### config.mk
export PLATFORM = sky130hd
export DESIGN_NAME = hilo_unit
export DESIGN_NICKNAME = d
export VERILOG_FILES = /design/src/rtl/hilo_unit.sv
export SDC_FILE = /design/constraint.sdc
export NUM_CORES = 1
export LEC_CHECK = 0
export CELL_PAD_IN_SITES_DETAIL_PLACEMENT = 1
export CELL_PAD_IN_SITES_GLOBAL_PLACEMENT = 2
export CORE_MARGIN = 4
export CORE_UTILIZATION = 28
export DETAILED_ROUTE_END_ITERATION = 6
export PLACE_DENSITY = 0.81
export SYNTH_ARGS = -nofsm -noshare
export SYNTH_HDL_FRONTEND = slang
export SYNTH_SLANG_ARGS = --single-unit
### constraint.sdc
create_clock -name mul_clk -period 2.47 [get_ports mul_clk]
set_input_delay 0.741 -clock mul_clk [delete_from_list [all_inputs] [get_ports mul_clk]]
set_output_delay 0.741 -clock mul_clk [all_outputs]
set_load 0.03 [all_outputs]
### src/rtl/hilo_unit.sv
// rtl/hilo_unit.sv - HI/LO register unit feeding a 1-cycle registered 32x32 multiplier
module hilo_unit (
    input  logic        mul_clk,
    input  logic        resetn,
    input  logic        op_valid,
    output logic        op_ready,
    input  logic [2:0]  op_type,
    input  logic [31:0] op_rs,
    input  logic [31:0] op_rt,
    input  logic        flush,
    output logic        mul_signed,
    output logic [31:0] mul_x,
    output logic [31:0] mul_y,
    input  logic [63:0] mul_result,
    output logic        mf_valid,
    output logic [31:0] mf_data,
    output logic [31:0] hi,
    output logic [31:0] lo,
    output logic        busy
);

    localparam logic [2:0] OP_MULT  = 3'd0;
    localparam logic [2:0] OP_MULTU = 3'd1;
    localparam logic [2:0] OP_MTHI  = 3'd2;
    localparam logic [2:0] OP_MTLO  = 3'd3;
    localparam logic [2:0] OP_MFHI  = 3'd4;
    localparam logic [2:0] OP_MFLO  = 3'd5;

    typedef enum logic [1:0] {
        ST_IDLE    = 2'd0,
        ST_ISSUE   = 2'd1,
        ST_CAPTURE = 2'd2
    } state_t;

    state_t      state_q;
    logic [31:0] hi_q, hi_d;
    logic [31:0] lo_q, lo_d;
    logic [31:0] mul_x_q, mul_y_q;
    logic        mul_signed_q;
    logic        mf_valid_q, mf_valid_d;
    logic [31:0] mf_data_q, mf_data_d;

    logic accept;
    logic is_mul;
    logic is_mf;

    // Accept only from IDLE; flush wins over a simultaneous request
    always_comb begin
        accept = op_valid & (state_q == ST_IDLE) & ~flush;
        is_mul = (op_type == OP_MULT) | (op_type == OP_MULTU);
        is_mf  = (op_type == OP_MFHI) | (op_type == OP_MFLO);
    end

    // Sequencer: IDLE -> ISSUE (multiplier samples) -> CAPTURE (product lands) -> IDLE
    always_ff @(posedge mul_clk or negedge resetn) begin
        if (!resetn) begin
            state_q <= ST_IDLE;
        end else begin
            case (state_q)
                ST_IDLE: begin
                    if (accept && is_mul) begin
                        state_q <= ST_ISSUE;
                    end
                end
                ST_ISSUE: begin
                    state_q <= flush ? ST_IDLE : ST_CAPTURE;
                end
                ST_CAPTURE: begin
                    state_q <= ST_IDLE;
                end
                default: begin
                    state_q <= ST_IDLE;
                end
            endcase
        end
    end

    // Operand registers: loaded on a MULT/MULTU accept, otherwise held
    always_ff @(posedge mul_clk or negedge resetn) begin
        if (!resetn) begin
            mul_x_q      <= 32'd0;
            mul_y_q      <= 32'd0;
            mul_signed_q <= 1'b0;
        end else if (accept && is_mul) begin
            mul_x_q      <= op_rs;
            mul_y_q      <= op_rt;
            mul_signed_q <= (op_type == OP_MULT);
        end
    end

    // HI/LO next value: product in CAPTURE unless flushed, or a move-to op from IDLE
    always_comb begin
        hi_d = hi_q;
        lo_d = lo_q;
        if (state_q == ST_CAPTURE) begin
            if (!flush) begin
                hi_d = mul_result[63:32];
                lo_d = mul_result[31:0];
            end
        end else if (accept) begin
            if (op_type == OP_MTHI) begin
                hi_d = op_rs;
            end
            if (op_type == OP_MTLO) begin
                lo_d = op_rs;
            end
        end
    end

    // Architectural HI/LO
    always_ff @(posedge mul_clk or negedge resetn) begin
        if (!resetn) begin
            hi_q <= 32'd0;
            lo_q <= 32'd0;
        end else begin
            hi_q <= hi_d;
            lo_q <= lo_d;
        end
    end

    // Move-from result: reads HI/LO as they stood before the accept edge
    always_comb begin
        mf_valid_d = accept & is_mf;
        mf_data_d  = mf_data_q;
        if (mf_valid_d) begin
            mf_data_d = (op_type == OP_MFHI) ? hi_q : lo_q;
        end
    end

    // Move-from output registers; valid is a pulse per accepted MF op
    always_ff @(posedge mul_clk or negedge resetn) begin
        if (!resetn) begin
            mf_valid_q <= 1'b0;
            mf_data_q  <= 32'd0;
        end else begin
            mf_valid_q <= mf_valid_d;
            mf_data_q  <= mf_data_d;
        end
    end

    // Output mapping
    always_comb begin
        op_ready   = (state_q == ST_IDLE);
        busy       = (state_q != ST_IDLE);
        mul_signed = mul_signed_q;
        mul_x      = mul_x_q;
        mul_y      = mul_y_q;
        mf_valid   = mf_valid_q;
        mf_data    = mf_data_q;
        hi         = hi_q;
        lo         = lo_q;
    end

endmodule

# After elaboration in Yosys (flattened, before gate mapping)
# Index checks and enable logic that the tools add are counted.
# op_classes
n_lt_le_gt_ge	0
div	0
shifts	0
bitwise	6
multipliers	0
eq_ne	9
n_mux	12
addsub	0
reduce_logical	9
# ops
op	count
$mux 32	9
$reduce_bool 2->1	4
$eq 3x2->1 const B	2
$eq 3x3->1 const B	2
$reduce_and 3->1	2
$mux 2	2
$pmux 2 s2	1
$and 1x1->1	3
$eq 3x1->1 const B	1
$logic_not 3->1	1
$eq 2x1->1 const B	1
$eq 2x2->1 const B	1
$logic_not 2->1	1
$ne 2x1->1 const B	1
$ne 2x2->1 const B	1
$or 1x1->1	2
$logic_and 1x1->1	1
$not 1->1	1
# word_totals
regBits	164
wordCells	44
in_bits	135
mem_count	0
ram_bits	0
romBits	0
out_inout_bits	164
latch_bits	0

# Depth between registers and ports, before layout
# depth
word_depth	6
ltp_mapped	5
depth_no_buf	3

# Worst setup path before layout
# Ideal clock, no wire load.
# synth_path
kind	input to register
start	input op_type[0]
end	register hi_q[10] (netlist: hi[10])
setup_slack_ns	0.070
t_required_ns	2.345
arrival_ns	2.276
stages	5
setup_time_ns	0.125
n_path_buf	2
path_cell_list	buf_6 > or3b_4 > a2111oi_4 > buf_6 > mux2_2
# synth_between
elab_chain_len	3
# synth_rtl
element	line_no	rtl
start: declaration	7	input logic [2:0] op_type,
$eq 3x2->1	101	if (op_type == OP_MTHI) begin
$reduce_bool 2->1 (no line)	-	
$reduce_and 3->1 (no line)	-	
end signal: assignment	116	hi_q <= hi_d;
end: declaration	36	logic [31:0] hi_q, hi_d;
# No other way between the ends.
# A chain may end at the register's enable or synchronous reset.

# Final worst setup path
# layout_path
start	input op_type[1]
end	register hi_q[18] (netlist: hi[18])
# The elaborated chain is that of the path after synthesis.

==> results.json <==
{
  "outcome": "completed",
  "hpwl_um": 17000,
  "drtAntennaViolNets": 0,
  "vias": 5304,
  "dieArea_um2": 28400,
  "clk_pin_slew_ps": 70,
  "ys_warn_count": 0,
  "synthFlopType": "dfrtp_1",
  "rsz0062_at_grt": "false",
  "hold_class": "input port to async pin",
  "layout.nets": 947,
  "syn_inst": 500,
  "drt_first_pass_iters": 5,
  "worstSkewPairLatency_ps": 420,
  "grt_pass1_wl_um": 36300,
  "grt_max_degree": 54,
  "holdBufCountCts": 0,
  "io_buffers": 298,
  "seq_area_frac_synth_pct": 57.0,
  "rows": 58,
  "die_w_um": 168,
  "min_period_ps": 2400,
  "grt_usage_pct": 16.5,
  "nFillCells": 2587,
  "final_util_pct": 45.2,
  "syn_area_um2": 7200,
  "power-per-cell-area_nw_per_um2": 981,
  "globalplace.congestion": 0.735,
  "yosysTopAreaCellShare_pct": 57.0,
  "htree_num_levels": 4,
  "grt_antenna_before_repair": 0,
  "cp.required_ps": 2770,
  "vdd_drop_max_v": 0.000388,
  "cp.arrival_ps": 2690,
  "setup_viol": 0,
  "critPathKind": "input port to flop",
  "drc": 0,
  "initialDrtViolationCount": 179,
  "cts-root-buf": "clkbuf_16",
  "wl_um": 23200,
  "area_growth_pct": 58.5,
  "synth.most_common_cell": "mux2_2",
  "drive_gt1_share_pct": 31.2,
  "via_per_inst": 4.59,
  "cts_resized": 3,
  "hold_viol": 0,
  "yosys-top-cells-count": "191 x mux2_2, 164 x dfrtp_1, 35 x inv_1",
  "postCtsSetupBuffers": 0,
  "ys_ff_latch": 164,
  "async_flop_share_pct": 100,
  "drv_slew": 0,
  "grt-ovfl-total": 0,
  "cp-end-kind": "flop",
  "grt_pass1_vias": 5966,
  "die_h_um": 168,
  "cts_tree": "built",
  "critPathMaxFanout": 9,
  "synth.avg_cell_area_um2": 14.4,
  "core_area_um2": 25300,
  "crit_buf_inv": 2,
  "crit_slowest_cell": "clkdlybuf4s50_1",
  "num_antenna_cells": 0,
  "worst_pin_slew_ps": 606,
  "final_area_um2": 11400,
  "finalCritPeriodShare_pct": 97.0,
  "start_util_pct": 28.5,
  "rrSetupSlack_ps": 520,
  "fin_hold_ws_ps": 303,
  "rr_endpoint": "hi[18]$_DFFE_PN0P_",
  "reg2reg_depth": 5,
  "cellLeakagePower_nw": 4.68,
  "cpPeakStageDelay_ps": 490,
  "cp_top_family": "buffers and inverters",
  "yosysUniqueCellTypes": 20,
  "synth_area_leaders": "dfrtp_1 57%, mux2_2 30%, mux2i_1 4.6%",
  "start_kind": "input port",
  "place_area_um2": 10800,
  "fmax_mhz": 417,
  "wl_per_cell_um": 20.1,
  "synth-edff-count": 0,
  "synth_area_leader_cell": "dfrtp_1",
  "max-cap-violations": 0,
  "pin_count": 299,
  "cp_cell_sequence": "clkdlybuf4s50_1, or3b_4, a2111oi_4, buf_4, mux2_2",
  "synth_nets": 635,
  "reg2reg_from": "state_q[0]$_DFFE_PN0P_",
  "cts_num_sinks": 164,
  "finClkSkew_ps": 9.54,
  "cts_buffer_depth": 2,
  "slew_headroom_pct": 59.6,
  "cts_buffers": 17
}
[through the flow]
| step | worst slack, ps | TNS, ps | power, mW | instances |
|---|---|---|---|---|
| finish | 74.4 | 0 | 11.2 | 1155 |
| global route | 22.2 | 0 | 11.8 | 1155 |
| CTS | 71.3 | 0 | 11.4 | 1155 |
| detailed placement | -369 | -23050 | 8.43 | 1123 |
| global placement | -300 | -19030 | 8.36 | 1123 |
| floorplan | 69.5 | 0 | 6.18 | 500 |
[cell usage in the layout, fill, tap and decap left out]
cell type and n:
a2111oi_4 2, and4_2 1, buf_12 11, buf_2 1, buf_4 15, buf_6 1, bufinv_16 3, clkbuf_1 1
clkbuf_16 17, clkbuf_8 2, clkdlybuf4s50_1 294, clkinv_4 2, clkinvlp_4 3, dfrtp_1 164, dlygate4sd2_1 2, inv_1 35
inv_6 3, inv_8 1, mux2_1 1, mux2_2 191, mux2i_1 33, nand2b_1 1, nand3b_1 1, nand4b_1 1
nor2_1 2, nor2_2 1, nor2b_4 1, nor3b_1 1, nor3b_2 1, o22ai_1 32, or3b_4 1
[flip-flops by register name, indices dropped and copies added (netlist names)]
signal / count
hi: 32
lo: 32
mf_data: 32
mf_valid: 1
mul_signed: 1
mul_x: 32
mul_y: 32
state_q: 2
[area by class of cell]
| type | count | area, um^2 | area share [%] |
|---|---|---|---|
| repair buffers | 324 | 3310 | 29.0 |
| flip-flops and latches | 164 | 4100 | 35.9 |
| clock buffers | 20 | 457 | 4.00 |
| well taps | 330 | 413 | 3.62 |
| clock inverters | 12 | 168 | 1.47 |
| inverters | 35 | 131 | 1.15 |
| multi-input cells | 270 | 2840 | 24.9 |
[layer usage]
layer | global-route usage (%) | wire, um
met3 | 5.21 | 1690
met5 | 0 | 0
met2 | 27.0 | 11200
met1 | 21.3 | 10100
met4 | 3.81 | 270
[cells by family after synthesis]
kind of cell | count (synthesis) | synth area share (%)
AO/OA/AOI/OAI | 34 | 3.37
buffers and inverters | 66 | 4.03
flip-flops | 164 | 57.0
multiplexers | 225 | 34.6
AND/OR/NAND/NOR | 11 | 1.04
[worst max-delay path by stage]
stage	from	to	slack, ps	cells after the start
global placement	op_type[1]	hi[30]$_DFFE_PN0P_	-300	5
finish	op_type[1]	hi[18]$_DFFE_PN0P_	70	5
CTS	op_type[1]	hi[18]$_DFFE_PN0P_	70	5
detailed placement	op_type[1]	hi[27]$_DFFE_PN0P_	-370	5
global route	op_type[1]	hi[27]$_DFFE_PN0P_	20	5
floorplan	op_type[0]	hi[10]$_DFFE_PN0P_	70	5
[power by group]
group          leakage (nW)  switching, mW  internal (mW)
Clock                 0.296           1.20           1.67
Combinational          2.39           2.42           2.02
Sequential             1.99          0.477           3.42
No activity file was read; power rests on OpenSTA's default activity.
